**src/rtl/mem_port_arbiter_if.sv**
```systemverilog
// Handshake and RAM-bus bundle for mem_port_arbiter.
// slave = arbiter side, master = requesters plus RAM.
interface mem_port_arbiter_if #(
  parameter int unsigned ADDR_W = 32
);
  logic              if_req_in;
  logic [ADDR_W-1:0] if_addr_in;
  logic              if_done_out;
  logic [31:0]       if_inst_out;

  logic              mem_read_req_in;
  logic              mem_write_req_in;
  logic [ADDR_W-1:0] mem_addr_in;
  logic [31:0]       mem_val_in;
  logic [2:0]        mem_len_in;
  logic              mem_done_out;
  logic [31:0]       mem_val_read_out;

  logic [1:0]        busy_out;

  logic [7:0]        ram_din_in;
  logic [7:0]        ram_dout_out;
  logic [ADDR_W-1:0] ram_a_out;
  logic              ram_wr_out;

  modport slave (
    input  if_req_in, if_addr_in,
    input  mem_read_req_in, mem_write_req_in, mem_addr_in, mem_val_in, mem_len_in,
    input  ram_din_in,
    output if_done_out, if_inst_out,
    output mem_done_out, mem_val_read_out,
    output busy_out,
    output ram_dout_out, ram_a_out, ram_wr_out
  );

  modport master (
    output if_req_in, if_addr_in,
    output mem_read_req_in, mem_write_req_in, mem_addr_in, mem_val_in, mem_len_in,
    output ram_din_in,
    input  if_done_out, if_inst_out,
    input  mem_done_out, mem_val_read_out,
    input  busy_out,
    input  ram_dout_out, ram_a_out, ram_wr_out
  );
endinterface

```
**src/rtl/mem_port_arbiter.sv**
```systemverilog
// Byte-wide RAM port sequencer/arbiter for IF and MEM; MEM has priority.
// Define MEM_PREEMPT_EN to let a MEM request abort an in-flight IF fetch.
module mem_port_arbiter #(
  parameter int unsigned ADDR_W = 32
) (
  input  logic                clk_in,
  input  logic                rst_in,
  input  logic                rdy,
  mem_port_arbiter_if.slave   bus
);

  typedef enum logic [1:0] {IDLE, IF_RD, MEM_RD, MEM_WR} state_t;

  state_t            state_q, state_d;
  logic [2:0]        cnt_q, cnt_d;
  logic [2:0]        len_q, len_d;
  logic [ADDR_W-1:0] base_q, base_d;
  logic [31:0]       wdata_q, wdata_d;
  logic [ADDR_W-1:0] ram_a_q, ram_a_d;
  logic [7:0]        ram_dout_q, ram_dout_d;
  logic              ram_wr_q, ram_wr_d;
  logic              if_done_q, if_done_d;
  logic              mem_done_q, mem_done_d;
  logic [31:0]       if_inst_q, if_inst_d;
  logic [31:0]       mem_val_q, mem_val_d;

  logic              take_mem;
  logic [1:0]        byte_idx;
  logic [31:0]       rd_word;

  always_ff @(posedge clk_in or posedge rst_in) begin
    if (rst_in) begin
      state_q    <= IDLE;
      cnt_q      <= '0;
      len_q      <= '0;
      base_q     <= '0;
      wdata_q    <= '0;
      ram_a_q    <= '0;
      ram_dout_q <= '0;
      ram_wr_q   <= 1'b0;
      if_done_q  <= 1'b0;
      mem_done_q <= 1'b0;
      if_inst_q  <= '0;
      mem_val_q  <= '0;
    end else begin
      state_q    <= state_d;
      cnt_q      <= cnt_d;
      len_q      <= len_d;
      base_q     <= base_d;
      wdata_q    <= wdata_d;
      ram_a_q    <= ram_a_d;
      ram_dout_q <= ram_dout_d;
      ram_wr_q   <= ram_wr_d;
      if_done_q  <= if_done_d;
      mem_done_q <= mem_done_d;
      if_inst_q  <= if_inst_d;
      mem_val_q  <= mem_val_d;
    end
  end

  always_comb begin
    state_d    = state_q;
    cnt_d      = cnt_q;
    len_d      = len_q;
    base_d     = base_q;
    wdata_d    = wdata_q;
    ram_a_d    = ram_a_q;
    ram_dout_d = ram_dout_q;
    ram_wr_d   = ram_wr_q;
    if_done_d  = if_done_q;
    mem_done_d = mem_done_q;
    if_inst_d  = if_inst_q;
    mem_val_d  = mem_val_q;
    take_mem   = 1'b0;
    byte_idx   = 2'(cnt_q - 3'd2);
    rd_word    = '0;

    if (rdy) begin
      if_done_d  = 1'b0;
      mem_done_d = 1'b0;
      case (state_q)
        IDLE: begin
          take_mem = bus.mem_write_req_in | bus.mem_read_req_in;
          if (!take_mem && bus.if_req_in) begin
            state_d  = IF_RD;
            base_d   = bus.if_addr_in;
            ram_a_d  = bus.if_addr_in;
            len_d    = 3'd4;
            ram_wr_d = 1'b0;
            cnt_d    = 3'd1;
          end
        end
        IF_RD, MEM_RD: begin
`ifdef MEM_PREEMPT_EN
          take_mem = (state_q == IF_RD) &&
                     (bus.mem_write_req_in | bus.mem_read_req_in);
`endif
          if (!take_mem) begin
            // Address leads capture by two edges: byte cnt-2 lands on edge cnt.
            cnt_d = cnt_q + 3'd1;
            if (cnt_q < len_q)
              ram_a_d = base_q + ADDR_W'(cnt_q);
            if (cnt_q >= 3'd2) begin
              rd_word = (state_q == IF_RD) ? if_inst_q : mem_val_q;
              if (byte_idx == 2'd0)
                rd_word = '0;
              rd_word[{byte_idx, 3'b000} +: 8] = bus.ram_din_in;
              if (state_q == IF_RD) if_inst_d = rd_word;
              else                  mem_val_d = rd_word;
            end
            if (cnt_q == len_q + 3'd1) begin
              state_d = IDLE;
              cnt_d   = '0;
              if (state_q == IF_RD) if_done_d  = 1'b1;
              else                  mem_done_d = 1'b1;
            end
          end
        end
        MEM_WR: begin
          if (cnt_q < len_q) begin
            ram_a_d    = base_q + ADDR_W'(cnt_q);
            ram_dout_d = wdata_q[{cnt_q[1:0], 3'b000} +: 8];
            cnt_d      = cnt_q + 3'd1;
          end else begin
            ram_wr_d   = 1'b0;
            mem_done_d = 1'b1;
            state_d    = IDLE;
            cnt_d      = '0;
          end
        end
        default: state_d = IDLE;
      endcase

      if (take_mem) begin
        cnt_d   = 3'd1;
        base_d  = bus.mem_addr_in;
        ram_a_d = bus.mem_addr_in;
        wdata_d = bus.mem_val_in;
        if (bus.mem_write_req_in) begin
          state_d    = MEM_WR;
          len_d      = bus.mem_len_in + 3'd1;
          ram_dout_d = bus.mem_val_in[7:0];
          ram_wr_d   = 1'b1;
        end else begin
          state_d  = MEM_RD;
          len_d    = bus.mem_len_in;
          ram_wr_d = 1'b0;
        end
      end
    end
  end

  assign bus.busy_out         = {(state_q == MEM_RD) || (state_q == MEM_WR), state_q == IF_RD};
  assign bus.if_done_out      = if_done_q;
  assign bus.if_inst_out      = if_inst_q;
  assign bus.mem_done_out     = mem_done_q;
  assign bus.mem_val_read_out = mem_val_q;
  assign bus.ram_a_out        = ram_a_q;
  assign bus.ram_dout_out     = ram_dout_q;
  assign bus.ram_wr_out       = ram_wr_q;

endmodule

```
**src/flat_wrapper.sv**
```systemverilog
// flat-port wrapper written by rule: the top's interface ports become plain ports
module mem_port_arbiter_flat 
#(
  parameter int unsigned ADDR_W = 32
)
  (clk_in, rst_in, rdy, bus_if_req_in, bus_if_addr_in, bus_mem_read_req_in, bus_mem_write_req_in, bus_mem_addr_in, bus_mem_val_in, bus_mem_len_in, bus_ram_din_in, bus_if_done_out, bus_if_inst_out, bus_mem_done_out, bus_mem_val_read_out, bus_busy_out, bus_ram_dout_out, bus_ram_a_out, bus_ram_wr_out);
  mem_port_arbiter_if #(.ADDR_W(ADDR_W)) bus_i ();
  input  logic clk_in;
  input  logic rst_in;
  input  logic rdy;
  input wire logic [$bits(bus_i.if_req_in)-1:0] bus_if_req_in;
  input wire logic [$bits(bus_i.if_addr_in)-1:0] bus_if_addr_in;
  input wire logic [$bits(bus_i.mem_read_req_in)-1:0] bus_mem_read_req_in;
  input wire logic [$bits(bus_i.mem_write_req_in)-1:0] bus_mem_write_req_in;
  input wire logic [$bits(bus_i.mem_addr_in)-1:0] bus_mem_addr_in;
  input wire logic [$bits(bus_i.mem_val_in)-1:0] bus_mem_val_in;
  input wire logic [$bits(bus_i.mem_len_in)-1:0] bus_mem_len_in;
  input wire logic [$bits(bus_i.ram_din_in)-1:0] bus_ram_din_in;
  output wire logic [$bits(bus_i.if_done_out)-1:0] bus_if_done_out;
  output wire logic [$bits(bus_i.if_inst_out)-1:0] bus_if_inst_out;
  output wire logic [$bits(bus_i.mem_done_out)-1:0] bus_mem_done_out;
  output wire logic [$bits(bus_i.mem_val_read_out)-1:0] bus_mem_val_read_out;
  output wire logic [$bits(bus_i.busy_out)-1:0] bus_busy_out;
  output wire logic [$bits(bus_i.ram_dout_out)-1:0] bus_ram_dout_out;
  output wire logic [$bits(bus_i.ram_a_out)-1:0] bus_ram_a_out;
  output wire logic [$bits(bus_i.ram_wr_out)-1:0] bus_ram_wr_out;
  assign bus_i.if_req_in = bus_if_req_in;
  assign bus_i.if_addr_in = bus_if_addr_in;
  assign bus_i.mem_read_req_in = bus_mem_read_req_in;
  assign bus_i.mem_write_req_in = bus_mem_write_req_in;
  assign bus_i.mem_addr_in = bus_mem_addr_in;
  assign bus_i.mem_val_in = bus_mem_val_in;
  assign bus_i.mem_len_in = bus_mem_len_in;
  assign bus_i.ram_din_in = bus_ram_din_in;
  assign bus_if_done_out = bus_i.if_done_out;
  assign bus_if_inst_out = bus_i.if_inst_out;
  assign bus_mem_done_out = bus_i.mem_done_out;
  assign bus_mem_val_read_out = bus_i.mem_val_read_out;
  assign bus_busy_out = bus_i.busy_out;
  assign bus_ram_dout_out = bus_i.ram_dout_out;
  assign bus_ram_a_out = bus_i.ram_a_out;
  assign bus_ram_wr_out = bus_i.ram_wr_out;
  mem_port_arbiter #(.ADDR_W(ADDR_W)) u_core (.clk_in(clk_in), .rst_in(rst_in), .rdy(rdy), .bus(bus_i));
endmodule
```
**config.mk**
```make
export PLATFORM = sky130hd
export DESIGN_NAME = mem_port_arbiter_flat
export DESIGN_NICKNAME = d
export VERILOG_FILES = /design/src/rtl/mem_port_arbiter_if.sv /design/src/rtl/mem_port_arbiter.sv /design/src/flat_wrapper.sv
export SDC_FILE = /design/constraint.sdc
export NUM_CORES = 1
export LEC_CHECK = 0
export CAP_MARGIN = 5
export CELL_PAD_IN_SITES_DETAIL_PLACEMENT = 1
export CELL_PAD_IN_SITES_GLOBAL_PLACEMENT = 2
export CORE_MARGIN = 3
export CORE_UTILIZATION = 25
export CTS_CLUSTER_SIZE = 24
export DETAILED_ROUTE_END_ITERATION = 10
export GPL_ROUTABILITY_DRIVEN = 0
export PLACE_DENSITY = 0.79
export SLEW_MARGIN = 10
export SYNTH_ARGS = -nofsm -noshare
export SYNTH_HDL_FRONTEND = slang
export SYNTH_SLANG_ARGS = --single-unit
```
**constraint.sdc**
```tcl
create_clock -name clk_in -period 9.4 [get_ports clk_in]
set_input_delay 0.94 -clock clk_in [delete_from_list [all_inputs] [get_ports clk_in]]
set_output_delay 0.94 -clock clk_in [all_outputs]
set_load 0.01 [all_outputs]
```
== Yosys cells after proc, flatten, opt, wreduce, memory -nomap -nowiden ==
Cells that the tools add are included.
Widths: inputs -> output; s select.
Storage, ports and cells
  register bits: 179
  latch bits: 0
  memory bits (writable): 0
  ROM bits: 0
  input port bits: 113
  output and inout port bits: 109
  logic and storage cells: 96
  memories kept: 0
Cells by class
  add/sub/neg operators: 6
  multipliers: 0
  divide/modulo/power cells: 0
  magnitude comparators: 2
  eq/ne operators: 8
  shift-type cells: 3
  muxes and demuxes: 45
  bitwise operators: 2
  reduce and logical (&&, ||, !) cells: 18
Operators by type and width (number)
  $mux 32: 10
  $pmux 32 s2: 1
  $add 32x3->32: 1
  $bwmux 32: 1
  $mux 8: 4
  $shift 8x7->32 const A: 1
  $shiftx 32x6->8: 1
  $shiftx 8x7->32: 1
  $mux 3: 8
  $reduce_and 4->1: 4
  $mux 1: 13
  $add 3x1->3 const B: 3
  $ne 3x1->1 const B: 3
  $pmux 3 s3: 1
  $mux 2: 4
  $neg 5->7: 1
  $pmux 2 s3: 1
  $reduce_and 3->1: 2
  $eq 2x2->1 const B: 2
  $logic_not 2->1: 2
  $pmux 1 s2: 2
  $reduce_and 2->1: 2
  $reduce_bool 2->1: 2
  $eq 3x3->1: 1
  13 further kinds: 13

== Longest topological paths before layout ==
Gate-level depths: netlist of run 1.
  depth in word-level cells: 7
  gate-level depth with buffers: 11
  gate-level depth less buffers: 7

== Worst setup path before layout of run 1 ==
Ideal clock, no wire load.
  path kind: register to register
  from: reg u_core.cnt_q[0]
  to: reg u_core.ram_a_q[16] (netlist: u_core.bus.ram_a_out[16])
  library setup time: 0.064 ns
  data arrival time: 2.425 ns
  required time: 9.336 ns
  slack: 6.911 ns
  stages on the path, launching flop included: 9
  buffers on the path: 1
  period minus slack after synthesis: 2.489 ns
  cells stage by stage: dfrtp_1 ha_1 fa_1 a21oi_2 or4_4 buf_6 or4_1 a31oi_1 a21o_1
Between the ends
  word-level cells in the longest chain between the ends: 4
  elaborated cells between the ends (all ways): 7
  those cells by class: add/sub: 1; order compare: 1; eq/ne: 1; mux: 3; reduce/logical: 1
RTL lines
  start, declared: line mem_port_arbiter.sv:15  | logic [2:0] cnt_q, cnt_d;
  start signal, assigned: line mem_port_arbiter.sv:47  | cnt_q <= cnt_d;
  $add 32x3->32: line mem_port_arbiter.sv:102, mem_port_arbiter.sv:121
  $mux 32: line mem_port_arbiter.sv:101, mem_port_arbiter.sv:120
  $pmux 32 s2: line mem_port_arbiter.sv:81  | case (state_q)
  $mux 32: line mem_port_arbiter.sv:134  | if (take_mem) begin
  end signal, assigned: line mem_port_arbiter.sv:51  | ram_a_q <= ram_a_d;
  end, declared: line mem_port_arbiter.sv:19  | logic [ADDR_W-1:0] ram_a_q, ram_a_d;
Several ways; a longest one is shown, not always the timed one. The select of a mux whose other input is x is not followed.
A chain may end at the register's enable or synchronous reset.

== Final worst setup path of run 1 ==
  from: reg u_core.state_q[1]
  to: out bus_busy_out[0]
Between the ends
  word-level cells in the longest chain between the ends: 1
RTL lines
  start, declared: line mem_port_arbiter.sv:14  | state_t state_q, state_d;
  start signal, assigned: line mem_port_arbiter.sv:46  | state_q <= state_d;
  $eq 2x1->1: line mem_port_arbiter.sv:153  | assign bus.busy_out = {(state_q == MEM_RD) || (state_q == MEM_WR), state_q == IF_RD};
  end, declared: line flat_wrapper.sv:23  | output wire logic [$bits(bus_i.busy_out)-1:0] bus_busy_out;
Every way passes these cells.

==> results of run 1 <==
## cell type report
cell class	instances	share of cell area, %
Multi-Input combinational cell	666	36.59
Sequential cell	179	35.23
Timing Repair Buffer	236	18.29
Tap cell	468	4.606
Clock buffer	18	3.376
Clock inverter	14	1.338
Inverter	18	0.5708
## state kept, by name, indices dropped and copies added, names as in the netlist
name / flops
u_core.wdata_q: 32
u_core.bus.mem_done_out: 1
u_core.bus.if_inst_out: 32
u_core.cnt_q: 3
u_core.bus.mem_val_read_out: 32
u_core.bus.ram_dout_out: 8
u_core.base_q: 32
u_core.bus.if_done_out: 1
u_core.state_q: 2
u_core.bus.ram_a_out: 32
u_core.bus.ram_wr_out: 1
u_core.len_q: 3
## cells by family after synthesis
logic type	Yosys count	synth area share, %
multiplexers	107	13.37
AO/OA/AOI/OAI	259	17.80
flip-flops	179	47.77
adder cells (fa/ha/maj)	21	2.882
XOR/XNOR	28	2.775
AND/OR/NAND/NOR	251	12.25
buffers and inverters	73	3.162
## cells in the final DEF, fill, tap and decap left out, types with 20 or more instances in the layout
cell / Yosys / final
nand2_1: 109 / 109
nor3_1: 21 / 20
o21ai_0: 53 / 53
o21ai_1: 31 / 30
nor2_1: 63 / 62
a22oi_1: 34 / 34
mux2_1: 27 / 27
mux2_2: 39 / 39
mux2i_1: 33 / 33
dfrtp_1: 179 / 179
a21oi_1: 54 / 54
clkdlybuf4s50_1: 0 / 221
## critical path, cell delays in order, from the launching register on
cell and delay (ps):
dfrtp_1 430, inv_1 120, ha_2 910, clkdlybuf4s50_1 740
## routing by layer
| layer | vias up | track usage (%) |
|---|---|---|
| met5 | - | 0 |
| met4 | 0 | 2.688 |
| met3 | 11 | 5.277 |
| met2 | 209 | 27.50 |
| met1 | 4015 | 21.27 |
| li1 | 3752 | - |
## through the flow
step | hold WS [ps] | worst slack [ps]
5_1_grt | 511.1 | 5683
6_report | 490.5 | 5828
2_1_floorplan | 456.3 | 3601
3_5_place_dp | 479.3 | 5487
3_3_place_gp | 466.1 | 5592
4_1_cts | 495.4 | 5730
## where the power goes
group	switching (uW)	internal (uW)	leakage, uW
combinational	1090	1020	0.00266
clock	352	403	0.000288
sequential	297	1130	0.00222
## final timing paths
check / cells after the start / from / endpoint / slack, ps
setup / recovery: 3 / u_core.state_q[1]$_DFFE_PP0P_ / bus_busy_out[0] / 5830
hold / removal: 1 / u_core.wdata_q[19]$_DFFE_PP0P_ / u_core.wdata_q[19]$_DFFE_PP0P_ / 490
setup reg to reg: 9 / u_core.cnt_q[0]$_DFFE_PP0P_ / u_core.bus.ram_a_out[29]$_DFFE_PP0P_ / 5990
hold reg to reg: 1 / u_core.wdata_q[19]$_DFFE_PP0P_ / u_core.wdata_q[19]$_DFFE_PP0P_ / 490
max in group asynchronous: 3 / rst_in / u_core.bus.ram_a_out[13]$_DFFE_PP0P_ / 7090
min in group asynchronous: 2 / rst_in / u_core.bus.mem_val_read_out[1]$_DFFE_PP0P_ / 980
==> impl_results.md, run 1 <==
* Top FF cell, synth: dfrtp_1
* H-tree depth at 4
* Kind of end point of the critical path: output port
* Die Height at about 200 um
* WP data required at ~8500 ps
* Initial Utilization at about 25%
* Clock Sinks at ~180
* Crit path max fanout at 37
* Register clock-pin slew on the reported worst setup and hold paths at 70 ps
* Gr usage total at between 10% and 20%
* Worst EP arrival at ~2600 ps
* RSZ-0062 raised after global routing: false
* Final HPWL DP at 23320 um
* Final Core Density at between 30 and 40%
* CTS max path bufs at 2
* Final period util at 38.00%
* Number of post-CTS setup repair buffers at 0
* Yosys reg bits at about 180
* Nets@finish at roughly 1300
* Violation count after the first detailed-route iteration at between 300 and 400
* Post-route ant nets at 0
* Status: complete, no violations
* Cells after DPL at ~1600
* Core Rows at 70
* Met2 routed WL at roughly 15000 um
* Slew HR at a little over a fifth
* Hold Crit Class: flop to flop
* Synth Warn # at 0
* Area share of the largest cell type after synthesis at between 40% and 50%
* Cts hold-fix bufs at 0
* Finished Layout Cells at between 1500 and 2000
* Worst slew pin tran at roughly 1200 ps
* FFs w/ async S/R, synth at 100.0%
* Initial antenna violation count at 0
* Number of synthesized flops with an enable pin at 0
* Max Fclk at around 280 MHz
* Die area at approximately 0.040 sq mm
* Most common library cells after synthesis: dfrtp_1, nand2_1, nor2_1
* Syn_nets at 1052
* CTS buffer count at 17
* Min cycle time layout at ~3600 ps
* Fin. max-slew vios at 0
* Ant. Diodes at 0
* Largest net degree at the start of global routing at 77
* Layout cells sized above 1 at under 10%
* Area Overhead vs Synth at 35.57%
* Syn Area/Cell at 10.22 sq um
* PortBufs at roughly 220
* Setup CP Type: flop to output port
* Power density over the cells at around 340 mW/mm^2
* Core area at ~0.037 sq mm
* Area leader, netlist: dfrtp_1
* Endpoints failing hold at 0
* CTS tree: built
* Cell Area, Synth at 0.009378 sq mm
* Yosys cell types at ~70
* WL final at between 30000 and 40000 um
* CTS root buffer: clkbuf_16
* Maxcap violations at 0
* GRT Residual Overflow at 0
* Vias at around 8000
* Clk_lat worst skew at ~440 ps
* First-pass GRT wire length at around 50000 um
* Setup tns final at 0 ps
* Post-Synthesis Cells at a little over 900
* DR top layer: met4
* Fin area at ~0.013 sq mm
* Final Power at 4293 uW
* Final setup fails at 0
* Routed wl met3 at around 2400 um
* Routed vias/inst at between 4 and 5
* Leak at 0.005170 uW
* DRC viols at 0
* Vias in the first global route at 8565
* Max rail drop VDD at roughly 0.13 mV
* Post-DP Area at around 0.012 sq mm
* Setup Skew at 15.70 ps
* Post-synthesis sequential area ratio at around 48%
* Num ports at between 200 and 250
* Cts repair resizes at 0
* Top cells by area, synth: dfrtp_1, mux2_2, nand2_1
* Die X at 199.7 um
* Met1 WL at approximately 15000 um
* Most frequent cell after synthesis: dfrtp_1
* Initial DRT Pass Iterations at 4
* Multi-input gate area at 0.004652 sq mm
* Critical path startpoint category: flop
* Routed WL per cell at a little over 20 um
* Fillers at 4122
* Sequential Area at 0.004479 sq mm
Note: power is estimated with default switching activity, not from simulation.
==> run 2: changes to the inputs <==
clock period = 3.6 ns   (was 9.4 ns; I/O delays follow)
==> impl_results.md, run 2 (same netlist as run 1, synthesis figures left out) <==
* Most common cell after layout, fill and taps aside: clkdlybuf4s50_1
* PortBufs at 221 (unchanged)
* RR Endpoint: u_core.bus.ram_a_out[28]$_DFFE_PP0P_
* Worst slew pin tran at 948.9 ps (-225.0 ps)
* Initial Utilization at 25.49% (unchanged)
* Setup tns final at 0 ps (unchanged)
* Ant. Diodes at 0 (unchanged)
* Slew HR at 36.61% (+15 points)
* RSZ-0062 raised after global routing: false
* CTS root buffer: clkbuf_16
* Fin. max-slew vios at 0 (unchanged)
* Hold Crit Class: primary input to asynchronous set/reset pin
* Vias at 8016 (+0.36%)
* Core area at 0.03679 sq mm (unchanged)
* Max Fclk at roughly 360 MHz
* CTS max path bufs at 2 (unchanged)
* Cts hold-fix bufs at 0 (unchanged)
* Most frequent cells in the layout: clkdlybuf4s50_1, dfrtp_1, nand2_1, nor2_1, a21oi_1
* Endpoints failing hold at 0 (unchanged)
* CTS buffer count at 17 (unchanged)
* Final period util at between 70% and 80%
* Post-route ant nets at 0 (unchanged)
* Initial DRT Pass Iterations at 5 (+1)
* Internal Dissipation at 6681 uW (+160%)
* Final Power at 11200 uW (+160%)
* Reg-to-reg startpoint: u_core.cnt_q[2]$_DFFE_PP0P_
* GRT Residual Overflow at 0 (unchanged)
* Violation count after the first detailed-route iteration at 338 (+3.0%)
* CTS tree: built
* Layout cells sized above 1 at 11.16% (+1.3 points)
* Largest net degree at the start of global routing at 71 (-7.8%)
* Min cycle time layout at approximately 2800 ps
* Crit path from: u_core.state_q[1]$_DFFE_PP0P_
* Vias in the first global route at 8491 (-0.86%)
* Routed WL per cell at 20.37 um (-0.68%)
* Register clock-pin slew on the reported worst setup and hold paths at 70 ps (about the same)
* Final HPWL DP at 24080 um (+3.3%)
* DRC viols at 0 (unchanged)
* Power density over the cells at 872.8 mW/mm^2 (+160%)
* Leak at 0.005238 uW (+1.3%)
* Sw power at 4516 uW (+160%)
* First-pass GRT wire length at 50450 um (-0.56%)
* Max rail drop VDD at 0.3915 mV (+200%)
* Kind of end point of the critical path: output port
* Num ports at 222 (unchanged)
* Area Overhead vs Synth at 36.80%
* Die area at 0.03987 sq mm (unchanged)
* Maxcap violations at 0 (unchanged)
* Status: complete, no violations
* Cells after DPL at 1583 (+1.0%)
* Initial antenna violation count at 0 (unchanged)
* Crit path max fanout at 26 (-30%)
* Die X at 199.7 um (unchanged)
* Clock Sinks at 179 (unchanged)
* Die Height at 199.7 um (unchanged)
* FF-to-FF path depth at 6 (-3)
* Setup CP Type: flop to output port
* Core Rows at 70 (unchanged)
* Final setup fails at 0 (unchanged)
* Cts repair resizes at 0 (unchanged)
* H-tree depth at 4 (unchanged)
* WP data required at 3240 ps (-5220 ps)
* Routed vias/inst at 4.963 (-0.63%)
* Fraction of power spent switching nets at 40.33% (-0.21 points)
* Number of post-CTS setup repair buffers at 0 (unchanged)
* Gr usage total at 16.43% (about the same)
* WL final at 32890 um (+0.32%)
* Reg power frac at 33.2% (about the same)
* Critical path startpoint category: flop
* Clock share of power at 16.6% (-1.0 points)
* Setup Skew at 15.89 ps (+0.1924 ps)
* Clk_lat worst skew at 450 ps (about the same)
* Crit path capture: bus_busy_out[0]
* Combinational power share at 50.2% (+0.9 points)
* Finished Layout Cells at 1615 (+1.0%)
* Worst EP arrival at 2460 ps (-170 ps)
* Reg2Reg Setup Slack at 800 ps (-5190 ps)
* Nets@finish at 1268 (+1.3%)
[run 2: area by class of cell]
type	instances	area [sq um]
Fill cell	4126	23960
Multi-Input combinational cell	666	4652
Sequential cell	179	4479
Timing Repair Buffer	252	2470
Tap cell	468	585.6
Clock buffer	19	442.9
Clock inverter	13	127.6
Inverter	18	71.32
[run 2: power groups by stage]
stage / clock network, uW / registers [uW] / logic [uW]
floorplan: 0 / 3790 / 3050
global placement: 0 / 3710 / 5560
detailed placement: 0 / 3750 / 5700
CTS: 1930 / 3720 / 5730
global route: 2010 / 3860 / 6220
finish: 1860 / 3710 / 5620
[run 2: critical path, stage by stage, from the launching register on]
cell and delay [ps]:
dfrtp_1 440, inv_1 130, ha_2 710, clkdlybuf4s50_1 730
[run 2: per-stage QoR]
step	instance area (sq um)	utilization (%)	worst slack [ps]	hold slack, ps
after CTS	12830	34.87	673.2	485.1
final	12830	34.87	783.8	481.1
after global placement	12260	33.32	867.0	470.4
after global routing	12830	34.87	517.1	492.4
after floorplan	9382	-	945.4	456.3
after detailed placement	12260	33.32	773.5	481.8
[run 2: worst min path at each step]
stage	endpoint	cells after the start	slack [ps]
after floorplan	u_core.base_q[2]$_DFFE_PP0P_	2	460
after global placement	u_core.wdata_q[24]$_DFFE_PP0P_	1	470
after detailed placement	u_core.wdata_q[8]$_DFFE_PP0P_	1	480
after CTS	u_core.wdata_q[10]$_DFFE_PP0P_	2	490
after global routing	u_core.wdata_q[10]$_DFFE_PP0P_	2	490
final	u_core.wdata_q[12]$_DFFE_PP0P_	2	480
[run 2: metal layers]
| metal | vias to the layer above | track usage (%) | wire length (um) |
|---|---|---|---|
| met1 | 4003 | 21.15 | 14600 |
| met5 | - | 0 | 0 |
| met3 | 22 | 5.244 | 2252 |
| li1 | 3778 | - | - |
| met4 | 0 | 2.946 | 316 |
| met2 | 213 | 27.49 | 15720 |
